[config.mk]
export PLATFORM = sky130hd
export DESIGN_NAME = i2c_req_arbiter
export DESIGN_NICKNAME = d
export VERILOG_FILES = /design/src/rtl/i2c_req_arbiter.sv
export SDC_FILE = /design/constraint.sdc
export NUM_CORES = 1
export LEC_CHECK = 0
export CAP_MARGIN = 40
export CORE_MARGIN = 5
export CORE_UTILIZATION = 30
export DETAILED_ROUTE_END_ITERATION = 6
export PLACE_DENSITY = 0.74
export SLEW_MARGIN = 10
export SYNTH_ARGS = -nofsm -noshare
export SYNTH_HDL_FRONTEND = slang
export SYNTH_SLANG_ARGS = --single-unit
[constraint.sdc]
create_clock -name clk -period 4.5 [get_ports clk]
set_clock_uncertainty 0.15 [all_clocks]
set_input_delay 0.9 -clock clk [delete_from_list [all_inputs] [get_ports clk]]
set_output_delay 0.9 -clock clk [all_outputs]
set_load 0.005 [all_outputs]
[src/rtl/i2c_req_arbiter.sv]
// rtl/i2c_req_arbiter.sv - round-robin arbiter sharing one I2C engine among NUM_REQ requesters
//
// Optional feature macro: I2C_ARB_TIMEOUT_EN
//   defined   - WAIT_DONE is bounded by TIMEOUT_CYC cycles; on expiry m_abort pulses
//               and the requester gets an error response
//   undefined - WAIT_DONE waits for m_done indefinitely; m_abort is tied 0
//
// Ports:
//   clk, resetn                    clock, synchronous active-low reset
//   req_valid/req_ready            per-requester request / one-hot grant
//   req_rw, req_addr, req_wdata    per-requester fields (7-bit addr, 8-bit data slices)
//   rsp_valid, rsp_rdata, rsp_err  one-hot completion pulse, read byte, NACK/timeout flag
//   m_start, m_rw, m_addr, m_wdata engine command
//   m_done, m_ack_err, m_rdata     engine completion
//   m_abort                        engine abort pulse (timeout build only)
module i2c_req_arbiter #(
    parameter int NUM_REQ     = 4,
    parameter int TIMEOUT_CYC = 2048
) (
    input  logic                   clk,
    input  logic                   resetn,
    input  logic [NUM_REQ-1:0]     req_valid,
    output logic [NUM_REQ-1:0]     req_ready,
    input  logic [NUM_REQ-1:0]     req_rw,
    input  logic [NUM_REQ*7-1:0]   req_addr,
    input  logic [NUM_REQ*8-1:0]   req_wdata,
    output logic [NUM_REQ-1:0]     rsp_valid,
    output logic [7:0]             rsp_rdata,
    output logic                   rsp_err,
    output logic                   m_start,
    output logic                   m_rw,
    output logic [6:0]             m_addr,
    output logic [7:0]             m_wdata,
    input  logic                   m_done,
    input  logic                   m_ack_err,
    input  logic [7:0]             m_rdata,
    output logic                   m_abort
);

    localparam int PTR_W = $clog2(NUM_REQ);
    localparam logic [NUM_REQ-1:0] ONE = {{(NUM_REQ-1){1'b0}}, 1'b1};

    typedef enum logic [1:0] {IDLE, ISSUE, WAIT_DONE, RESP} state_t;

    state_t           state;
    state_t           state_nxt;
    logic [PTR_W-1:0] rr_ptr;
    logic [PTR_W-1:0] grant;
    logic [PTR_W-1:0] gnt_idx;
    logic [PTR_W-1:0] cand;
    logic             gnt_found;
    logic             cur_rw;
    logic [6:0]       cur_addr;
    logic [7:0]       cur_wdata;
    logic             timeout_hit;

    // Search upward from rr_ptr with wrap; first asserted req_valid wins.
    always_comb begin
        gnt_found = 1'b0;
        gnt_idx   = '0;
        cand      = '0;
        for (int i = 0; i < NUM_REQ; i++) begin
            cand = PTR_W'((int'(rr_ptr) + i) % NUM_REQ);
            if (!gnt_found && req_valid[cand]) begin
                gnt_found = 1'b1;
                gnt_idx   = cand;
            end
        end
    end

`ifdef I2C_ARB_TIMEOUT_EN
    localparam int CNT_W = $clog2(TIMEOUT_CYC + 1);
    logic [CNT_W-1:0] to_cnt;

    // Cleared in ISSUE so the first WAIT_DONE cycle sees 0.
    always_ff @(posedge clk) begin
        if (!resetn) begin
            to_cnt <= '0;
        end else if (state == ISSUE) begin
            to_cnt <= '0;
        end else if (state == WAIT_DONE) begin
            to_cnt <= to_cnt + 1'b1;
        end
    end

    assign timeout_hit = (to_cnt == CNT_W'(TIMEOUT_CYC - 1));
`else
    logic unused_timeout;
    assign unused_timeout = (TIMEOUT_CYC > 0);
    assign timeout_hit    = 1'b0;
`endif

    // State register
    always_ff @(posedge clk) begin
        if (!resetn) begin
            state <= IDLE;
        end else begin
            state <= state_nxt;
        end
    end

    // Next-state logic
    always_comb begin
        state_nxt = state;
        case (state)
            IDLE:      if (gnt_found) state_nxt = ISSUE;
            ISSUE:     state_nxt = WAIT_DONE;
            WAIT_DONE: if (m_done || timeout_hit) state_nxt = RESP;
            RESP:      state_nxt = IDLE;
            default:   state_nxt = IDLE;
        endcase
    end

    // Output logic
    always_comb begin
        req_ready = '0;
        rsp_valid = '0;
        m_start   = 1'b0;
        m_abort   = 1'b0;
        case (state)
            IDLE:      if (gnt_found) req_ready = ONE << gnt_idx;
            ISSUE:     m_start = 1'b1;
            WAIT_DONE: m_abort = timeout_hit && !m_done;  // m_done wins a tie
            RESP:      rsp_valid = ONE << grant;
            default:   ;
        endcase
    end

    // Transaction fields and response registers
    always_ff @(posedge clk) begin
        if (!resetn) begin
            rr_ptr    <= '0;
            grant     <= '0;
            cur_rw    <= 1'b0;
            cur_addr  <= '0;
            cur_wdata <= '0;
            rsp_rdata <= '0;
            rsp_err   <= 1'b0;
        end else begin
            case (state)
                IDLE: begin
                    if (gnt_found) begin
                        grant     <= gnt_idx;
                        cur_rw    <= req_rw[gnt_idx];
                        cur_addr  <= req_addr[int'(gnt_idx)*7 +: 7];
                        cur_wdata <= req_wdata[int'(gnt_idx)*8 +: 8];
                    end
                end
                WAIT_DONE: begin
                    if (m_done) begin
                        rsp_rdata <= cur_rw ? m_rdata : 8'h00;
                        rsp_err   <= m_ack_err;
                    end else if (timeout_hit) begin
                        rsp_rdata <= 8'h00;
                        rsp_err   <= 1'b1;
                    end
                end
                RESP: begin
                    rr_ptr <= (grant == PTR_W'(NUM_REQ - 1)) ? '0 : grant + 1'b1;
                end
                default: ;
            endcase
        end
    end

    assign m_rw    = cur_rw;
    assign m_addr  = cur_addr;
    assign m_wdata = cur_wdata;

endmodule

Yosys cells after proc, flatten, opt, wreduce, memory -nomap -nowiden --
Cells that the tools add are included.
Cells by class: $add $sub $neg 4, shifts and indexed selects 4, $mul 1, muxes and demuxes 27, order comparisons 5, reductions and logical operators 10, eq/ne operators 6
Operators with widths (number):
- variable part select 32 x 6 -> 8 bit | 1
- variable part select 28 x 6 -> 7 bit | 1
- < comparator 2 x 3 -> 1 bit, second input constant | 5
- 2-to-1 mux 2 bit | 7
- 2-to-1 mux 4 bit | 3
- binary-select mux 1 bit (select 2 bit) | 5
- 2-to-1 mux 1 bit | 10
- 2-to-1 mux 8 bit | 1
- case mux 2 bit (4 select lines) | 1
- left shift 1 x 2 -> 4 bit, first input constant | 2
- == test 2 bit, second input constant | 3
- AND reduction 2 bit | 3
- multiplier 2 x 3 -> 5 bit, second input constant | 1
- adder 2 x 1 -> 2 bit, second input constant | 2
- adder 2 bit, second input constant | 2
- inequality test 2 bit, second input constant | 2
- logical AND 1 bit | 3
- zero test 1 bit | 3
- == test 2 x 1 -> 1 bit, second input constant | 1
- zero test 2 bit | 1
Storage, ports and cells: output and inout port bits 35, input bits 80, word-level logic and storage cells 65, flip-flop bits (word level) 31

Logic depth before layout (Yosys ltp) --
depth in word-level cells 15, mapped depth 9, depth with buffers taken out 7

Worst setup path after synthesis --
OpenSTA, ideal clock, no wires.
path type input -> output, start input port req_valid[2], end output port req_ready[1], setup slack 1659 ps, required time 3450 ps, buffers on the path 2, stages 7, data arrival time 1791 ps, path through mux2i_1 -> nor2_1 -> nor3_2 -> buf_6 -> buf_8 -> inv_2 -> nor3_1
On the way: word-level cells in the longest chain between the ends 15, elaborated cells on any way between the ends 25, those cells by class shift (1); mux (18); reduce/logical (6)
Ends and longest elaborated chain:
- start, declared | line 22 | input logic [NUM_REQ-1:0] req_valid,
- binary-select mux 1 bit (select 2 bit) | line 64 | if (!gnt_found && req_valid[cand]) begin
- 2-to-1 mux 1 bit (not written as such) | line 64
- 2-to-1 mux 1 bit | line 64
- zero test 1 bit | line 64
- logical AND 1 bit | line 64
- 2-to-1 mux 1 bit | line 64
- zero test 1 bit | line 64
- logical AND 1 bit | line 64
- 2-to-1 mux 1 bit | line 64
- zero test 1 bit | line 64
- logical AND 1 bit | line 64
- 2-to-1 mux 2 bit | line 64
- left shift 1 x 2 -> 4 bit | line 121 | IDLE: if (gnt_found) req_ready = ONE << gnt_idx;
- 2-to-1 mux 4 bit (*) | line 121
- 2-to-1 mux 4 bit (*) | line 120 | case (state)
- end, declared | line 23 | output logic [NUM_REQ-1:0] req_ready,
Every way passes the cells marked *; elsewhere a longest branch is shown, timed or not. The select of a mux whose other input is x is not followed.

Final worst setup path --
start input port req_valid[0], end output port req_ready[1]
Same word-level chain as after synthesis.

==> results.sh <==
export IMPL_dieArea_um2=7620
export IMPL_cts_root_buf="clkbuf_8"
export IMPL_startpoint_type="input pin"
export IMPL_syn_num_nets=283
export IMPL_crit_chain="clkdlybuf4s50_1 > a21oi_1 > o21a_1 > o22a_1 > nor3_1 > clkdlybuf4s50_1"
export IMPL_yosysWarningCount=0
export IMPL_path_max_fanout=5
export IMPL_yosysUniqueCellTypes=28
export IMPL_cts_tree="done"
export IMPL_final_core_util_pct=50.9
export IMPL_ys_flop_type="dfxtp_1"
export IMPL_postRouteAntennaNets=0
export IMPL_finalCriticalPeriod_ns=3.76
export IMPL_nFillCells=580
export IMPL_synth_area_um2=1790
export IMPL_routed_via_density=4.74
export IMPL_final_layout_size_suffix_gt1_share_pct=4.29
export IMPL_maxSlewViolCount=0
export IMPL_fin_crit_sh_pct=83.5
export IMPL_cts_buffers=5
export IMPL_syn_area_per_cell_um2=9.19
export IMPL_power_density_nw_per_um2=359
export IMPL_holdPathEnd="rsp_rdata[3]"
export IMPL_grtUsageTotal_pct=14.1
export IMPL_synthCells=195
export IMPL_path_clk_slew_ns=0.07
export IMPL_cts_setup_buffers=0
export IMPL_rr_startpoint="rr_ptr[1]"
export IMPL_avgRoutedWirePerCell_um=14.4
export IMPL_hold_start="rsp_rdata[3]"
export IMPL_crit_slowest_cell="clkdlybuf4s50_1"
export IMPL_clock_path_buffers=2
export IMPL_hp_class="register to register"
export IMPL_status="finished, final reports clean"
export IMPL_ff2ff_path_depth=6
export IMPL_area_growth_pct=65.9
export IMPL_die_h_um=87.3
export IMPL_finalPower_mw=1.07
export IMPL_hold_viol_final=0
export IMPL_fin_nets=390
export IMPL_crit_top_cell="clkdlybuf4s50_1"
export IMPL_io_pins=115
export IMPL_setup_ws_ns=0.741
export IMPL_drv_cap=0
export IMPL_place_hpwl_um=4290
export IMPL_grt_max_degree=34
export IMPL_critPathCaptureType="output pin"
export IMPL_start_util_pct=30.6
export IMPL_p_leak_nw=1.11
export IMPL_n_antenna_cell=0
export IMPL_dr_pass1_iters=4
export IMPL_io_buffers=113
export IMPL_clock_latency_ns=0.27
export IMPL_core_area_um2=5850
export IMPL_crit_required_ns=3.45
export IMPL_final_setup_viol_count=0
export IMPL_grt_overflow_total=0
export IMPL_r2r_end="m_addr[5]"
export IMPL_cts_sinks=31
export IMPL_grt_pass1_vias=1852
export IMPL_timing_reg2reg_setup_slack_ns=2.29
export IMPL_cts_htree_levels=2
export IMPL_via_count=1792
export IMPL_drt_iter0_drc=34
export IMPL_grt_pass1_wl_um=8590
export IMPL_drc=0
export IMPL_cts_resized=0
export IMPL_routabilityCongestion=0.765
export IMPL_die_width_um=87.3
export IMPL_postCtsHoldBufs=0
export IMPL_antenna_found_initial=0
export IMPL_cp_arrival_ns=2.71
export IMPL_relSlewSlack_pct=57.6
export IMPL_path_class="input pin to output pin"
export IMPL_yosysSeqAreaShare_pct=34.6
export IMPL_rsz0062_at_grt="false"
export IMPL_max_stage_delay_ns=0.55
export IMPL_min_path_cells=2
export IMPL_synth_edf_count=0
export IMPL_num_rows=28
export IMPL_place_ws_ns=0.745
export IMPL_finalSetupTns_ns=0
export IMPL_clock_fmax_ghz=0.266
export IMPL_fin_hold_ws_ns=0.303
export IMPL_yosys_register_bits=31
export IMPL_routed_wl_um=5450
export IMPL_worst_slew_pin_slew_ns=0.636
export IMPL_async_flop_share_pct=0
export IMPL_irDropWorstVdd_mv=0.173
cell usage after synthesis (all sizes together) (2+ instances only):
cell type	count	share of area (%)
nand2b	2	0.70
nand3	8	2.2
clkbuf	3	0.63
buf	11	7.0
dfxtp	31	35
inv	7	1.5
o221ai	16	7.8
nor3	5	1.7
a21oi	14	3.9
mux2i	37	21
nand2	30	6.6
and2	6	2.1
ha	8	5.6
nor2	10	2.2
cell families (layout without fill, tap and decap cells):
logic type | count (synthesis) | in the layout | share of synthesized area [%]
other | 1 | 1 | 0.209
AO/OA/AOI/OAI | 34 | 34 | 13.6
adder cells (fa/ha/maj) | 8 | 8 | 5.58
buffers and inverters | 21 | 129 | 9.14
multiplexers | 37 | 37 | 20.7
AND/OR/NAND/NOR | 63 | 63 | 16.2
flip-flops | 31 | 31 | 34.6
per-layer routing:
metal / GRT usage, % / wire (um) / part of all wire (%)
met3: 5.39 / 413 / 7.6
met5: 0 / 0 / 0
met1: 16.3 / 2200 / 40
met4: 4.46 / 44 / 0.81
met2: 24.0 / 2790 / 51
registers in the layout (all words and copies together) (netlist names):
signal,flops
state,2
rsp_err,1
rsp_rdata,8
rr_ptr,2
m_addr,7
grant,2
m_rw,1
m_wdata,8
through the flow:
step,instances,instance area (um^2)
after floorplan,195,1790
after global placement,370,2890
after detailed placement,370,2890
after CTS,378,2980
after global routing,378,2980
final,378,2980
critical path: cells and delay by family:
| family | cells | cell delay (ns) |
|---|---|---|
| AO/OA/AOI/OAI | 3 | 0.53 |
| buffers and inverters | 2 | 1.08 |
| AND/OR/NAND/NOR | 1 | 0.20 |
power breakdown:
part,internal [mW],switching (mW)
clock network,0.108,0.0990
registers,0.341,0.0491
logic,0.269,0.200
cell usage in the layout, fill, tap and decap left out, drive strengths merged:
master / netlist / layout
dfxtp: 31 / 31
clkinv: 0 / 1
o22a: 1 / 1
a21oi: 14 / 14
mux2i: 37 / 37
nand2: 30 / 30
nand3: 8 / 8
and2: 6 / 6
buf: 11 / 1
nor3: 5 / 5
o221a: 1 / 1
o221ai: 16 / 16
nor2b: 1 / 1
o21a: 1 / 1
ha: 8 / 8
nor4: 1 / 1
nand2b: 2 / 2
conb: 1 / 1
clkbuf: 3 / 7
o22ai: 1 / 1
clkdlybuf4s50: 0 / 113
nor2: 10 / 10
inv: 7 / 7
area by class of cell:
cell class	count	area, um^2	area share (%)
clock buffer	7	76.3	2.57
tap	75	93.8	3.15
inverter	7	26.3	0.883
sequential	31	621	20.9
multi-input combinational	143	1010	34.1
timing repair buffer	114	1140	38.3
clock inverter	1	5.00	0.168
worst max path at each step:
stage | end | slack (ns) | cells past startpoint | startpoint
2_1_floorplan | req_ready[1] | 1.66 | 7 | req_valid[2]
3_3_place_gp | req_ready[1] | 0.78 | 6 | req_valid[0]
3_5_place_dp | req_ready[1] | 0.74 | 6 | req_valid[0]
4_1_cts | req_ready[1] | 0.73 | 6 | req_valid[0]
5_1_grt | req_ready[0] | 0.61 | 6 | req_valid[0]
6_report | req_ready[1] | 0.74 | 6 | req_valid[0]
Power figures use the tool's default switching activity.
==> patch 1: new RTL, config.mk and constraints unchanged <==
Set the parameter `NUM_REQ` to 2 (it was 4).
--- a/src/rtl/i2c_req_arbiter.sv
+++ b/src/rtl/i2c_req_arbiter.sv
@@ -16,3 +16,3 @@
 module i2c_req_arbiter #(
-    parameter int NUM_REQ     = 4,
+    parameter int NUM_REQ     = 2,
     parameter int TIMEOUT_CYC = 2048
Ports: changed (6 resized); port bits go from 115 to 77. No check against the original RTL was run, so the function may have changed too.
==> patch 1 against the unedited design <==
Setup slack better by 0.11 ns. Design area is 25% lower. Power is 6.9% higher. Highest routed layer unchanged. Synthesized area is 23% lower. Die area is 20% lower. Sequential cell count is 2 lower. Worst hold slack hardly changed. Routed wire length is 19% lower.
==> patch 1: results (changes against the unedited design) <==
arrival_ns: 2.60  # -0.11 ns
synth_seq_area_share_pct: 41.9  # +7.3 points
critPathMaxFanout: 19  # +14
grtUsageMet1_pct: 19.5  # +3.2 points
vias_per_cell: 5.19  # +9.4%
track_usage_pct: 14.6  # +0.43 points
synth_compound_area_share_pct: 31.7  # +18 points
grt_pass1_vias: 1473  # -20%
synth_nets: 217  # -23%
met2_usage_pct: 22.2  # -1.8 points
placed_area_um2: 2110  # -27%
grt_use_met3_pct: 5.32  # -0.069 points
place_congestion: 0.717  # -6.3%
synth_common_cells: "dfxtp_1 (29), a21oi_1 (26), o21ai_0 (23)"
portBuffers: 75  # -34%
grt_pass1_wl_um: 7210  # -16%
drt-wirelength-per-cell_um: 15.4  # +7.1%
status: "complete, no violations"
dr_wl_met2_um: 2050  # -27%
place_ws_ns: 0.861  # +0.116 ns
nNetsFinal: 284  # -27%
hpwl_um: 3290  # -23%
synthMuxAreaShare_pct: 0.722  # -20 points
wl_met3_um: 406  # -1.7%
ys_types: 30  # +7.1%
relSlewSlack_pct: 58.7  # +1.1 points
power.leakage_nw: 0.799  # -28%
dr.first_iter.drc_count: 108  # +220%
wl_met1_um: 1970  # -10%
layout-drive-gt1-share_pct: 6.38  # +2.1 points
## patch 1: cell count changes in the layout (fill, tap and decap cells not counted), sizes merged, moves of 5 or more
cell           unedited run  this run
mux2i                    37         1
nand3                     8         1
clkdlybuf4s50           113        75
nor2                     10         2
nand4                     0        10
o221ai                   16         0
o21ai                     0        31
a21oi                    14        26
a31oi                     0        16
nor3                      5         0
and2                      6         1
nand2                    30        14
## patch 1: metrics by stage
step                utilization, %  power, mW  std cells
global route                  50.4       1.22        287
CTS                           50.4       1.15        287
global placement              47.8      0.857        279
floorplan                        -      0.639        167
detailed placement            47.8      0.868        279
finish                        50.4       1.14        287
## patch 1: final timing paths
path	startpoint	end	slack, ns	cells after the start
setup / recovery	req_valid[0]	req_ready[1]	0.85	4
hold / removal	rsp_rdata[0]	rsp_rdata[0]	0.30	2
setup reg to reg	state[0]	state[0]	2.82	5
hold reg to reg	rsp_rdata[0]	rsp_rdata[0]	0.30	2
## patch 1: worst max-delay path, stage by stage
cell,delay (ns)
clkdlybuf4s50_1,0.65
nand2b_2,0.28
and3_2,0.31
clkdlybuf4s50_1,0.45
## patch 1: logic make-up after synthesis
kind of cell,Yosys count
mux,1
flops,29
other cells,1
buf+inv,21
compound gates,77
fa+ha+maj,4
simple gates,34
## patch 1: layout make-up
type	count	area share, %
tap	52	2.92
sequential	29	26.1
clock buffer	7	3.88
clock inverter	1	1.35
multi-input combinational	117	30.7
inverter	4	0.675
timing repair buffer	77	34.4
## patch 1: power by group
part / total (mW) / internal, mW / switching, mW
clock network: 0.279 / 0.180 / 0.0990
logic: 0.489 / 0.259 / 0.230
registers: 0.373 / 0.327 / 0.0463
total: 1.14 / 0.766 / 0.376
==> patch 2: new RTL, same settings <==
Without the edit above. Put one more register stage on the output `rsp_err`, with the module's reset. The value now appears one clock later. The other outputs are not delayed to match.
--- a/src/rtl/i2c_req_arbiter.sv
+++ b/src/rtl/i2c_req_arbiter.sv
@@ -43,2 +43,4 @@
     typedef enum logic [1:0] {IDLE, ISSUE, WAIT_DONE, RESP} state_t;
+
+    logic rsp_err_s0;
 
@@ -137,3 +139,3 @@
             rsp_rdata <= '0;
-            rsp_err   <= 1'b0;
+            rsp_err_s0 <= 1'b0;
         end else begin
@@ -151,6 +153,6 @@
                         rsp_rdata <= cur_rw ? m_rdata : 8'h00;
-                        rsp_err   <= m_ack_err;
+                        rsp_err_s0 <= m_ack_err;
                     end else if (timeout_hit) begin
                         rsp_rdata <= 8'h00;
-                        rsp_err   <= 1'b1;
+                        rsp_err_s0 <= 1'b1;
                     end
@@ -169,2 +171,10 @@
 
+    always_ff @(posedge clk) begin
+        if (!resetn) begin
+            rsp_err <= '0;
+        end else begin
+            rsp_err <= rsp_err_s0;
+        end
+    end
+
 endmodule
Formal check against the unedited RTL: not equivalent (a bounded check fails within 4 cycles, from zero or initial values and one cycle with resetn low).
==> patch 2 against the unedited design <==
Design area is 5.6% higher. Non-clock buffer count stayed put. Sequential cell count grew 1. Routed wire length up 10%. Power rose by 5.4%. Setup slack worse by 0.26 ns. Synthesized area increased by 9.5%. Critical path type unchanged. Largest cell class is now multi-input combinational cells. Highest routed layer unchanged.
==> patch 2: results (changes against the unedited design) <==
status: "complete, no violations"
synth_xor_area_share_pct: 0  # unchanged
yosysWarnings: 0  # unchanged
synthTopCellsByArea: "dfxtp_1 (33%), mux2i_1 (16%), nand2_1 (5.5%)"
place_ws_ns: 0.475  # -0.270 ns
powerClk_mw: 0.229  # +11%
max_freq_ghz: 0.249  # -6.4%
min_to: "rsp_rdata[4]"
synth_seq_area_share_pct: 32.6  # -2.0 points
nNetsFinal: 407  # +4.4%
synth_compound_area_share_pct: 19.9  # +6.3 points
arrival_ns: 2.96  # +0.25 ns
drt-wirelength-per-cell_um: 15.2  # +5.1%
place_congestion: 0.806  # +5.3%
synthAdderAreaFrac_pct: 5.10  # -0.48 points
diodes: 0  # unchanged
cts_resized: 0  # unchanged
holdPathStages: 2  # unchanged
grt_max_degree: 27  # -21%
hp-class: "reg -> reg"
timing.rr.end: "m_rw"
vias_per_cell: 5.00  # +5.5%
portBuffers: 113  # unchanged
power.leakage_nw: 1.23  # +11%
clk_latency_ns: 0.28
grt_pass1_wl_um: 9740  # +13%
ff2ff_setup_slack_ns: 2.27  # -0.02 ns
internal_power_mw: 0.755  # +5.1%
synth_nets: 301  # +6.4%
vias: 1985  # +11%
track_usage_pct: 14.3  # +0.14 points
power.switching_mw: 0.370  # +6.2%
peakVddDrop_mv: 0.184  # +6.0%
placed_area_um2: 3050  # +5.4%
holdWs_ns: 0.305  # +0.00146 ns
async_flop_share_pct: 0  # unchanged
synthMuxAreaShare_pct: 15.8  # -4.8 points
relSlewSlack_pct: 43.9  # -14 points
ys.flop_type: "dfxtp_1"
synth_top_family_by_area: "compound AO/OA/AOI/OAI gates"
avgSynthCellArea_um2: 9.22  # +0.24%
worst_hold_startpoint: "rsp_rdata[4]"
ys_types: 36  # +29%
dp_cells: 389  # +5.1%
dr.first_iter.drc_count: 44  # +29%
hpwl_um: 4770  # +11%
synth_common_cells: "dfxtp_1 (32), mux2i_1 (31), nand2_1 (29)"
pg_seq_mw: 0.398  # +2%
layout-drive-gt1-share_pct: 5.00  # +0.71 points
cp-startpoint: "req_valid[2]"
critPathMaxFanout: 7  # +2
## patch 2: worst max-delay path by stage
stage | end | depth (start not counted)
2_1_floorplan | req_ready[1] | 7
3_3_place_gp | req_ready[2] | 6
3_5_place_dp | req_ready[2] | 6
4_1_cts | req_ready[2] | 6
5_1_grt | req_ready[2] | 6
6_report | req_ready[2] | 6
## patch 2: worst max-delay path, cell delays in order
cell             delay (ns)
clkdlybuf4s50_1        0.59
nand2b_1               0.12
a21oi_1                0.43
nor3_1                 0.16
nor3_1                 0.21
clkdlybuf4s50_1        0.53
## patch 2: cell type report
class                           instances  area [um2]
Fill cell                             617        3210
Multi-Input combinational cell        160        1150
Timing Repair Buffer                  114        1140
Sequential cell                        32         641
Tap cell                               77        96.3
Clock buffer                            6        82.6
Inverter                                6        22.5
Clock inverter                          2        10.0
## patch 2: layer usage
layer  track usage [%]  part of all wire, %
met5                 0                    0
met4              3.18                 0.98
met3              5.25                  7.8
met2              23.7                   49
met1              17.6                   42
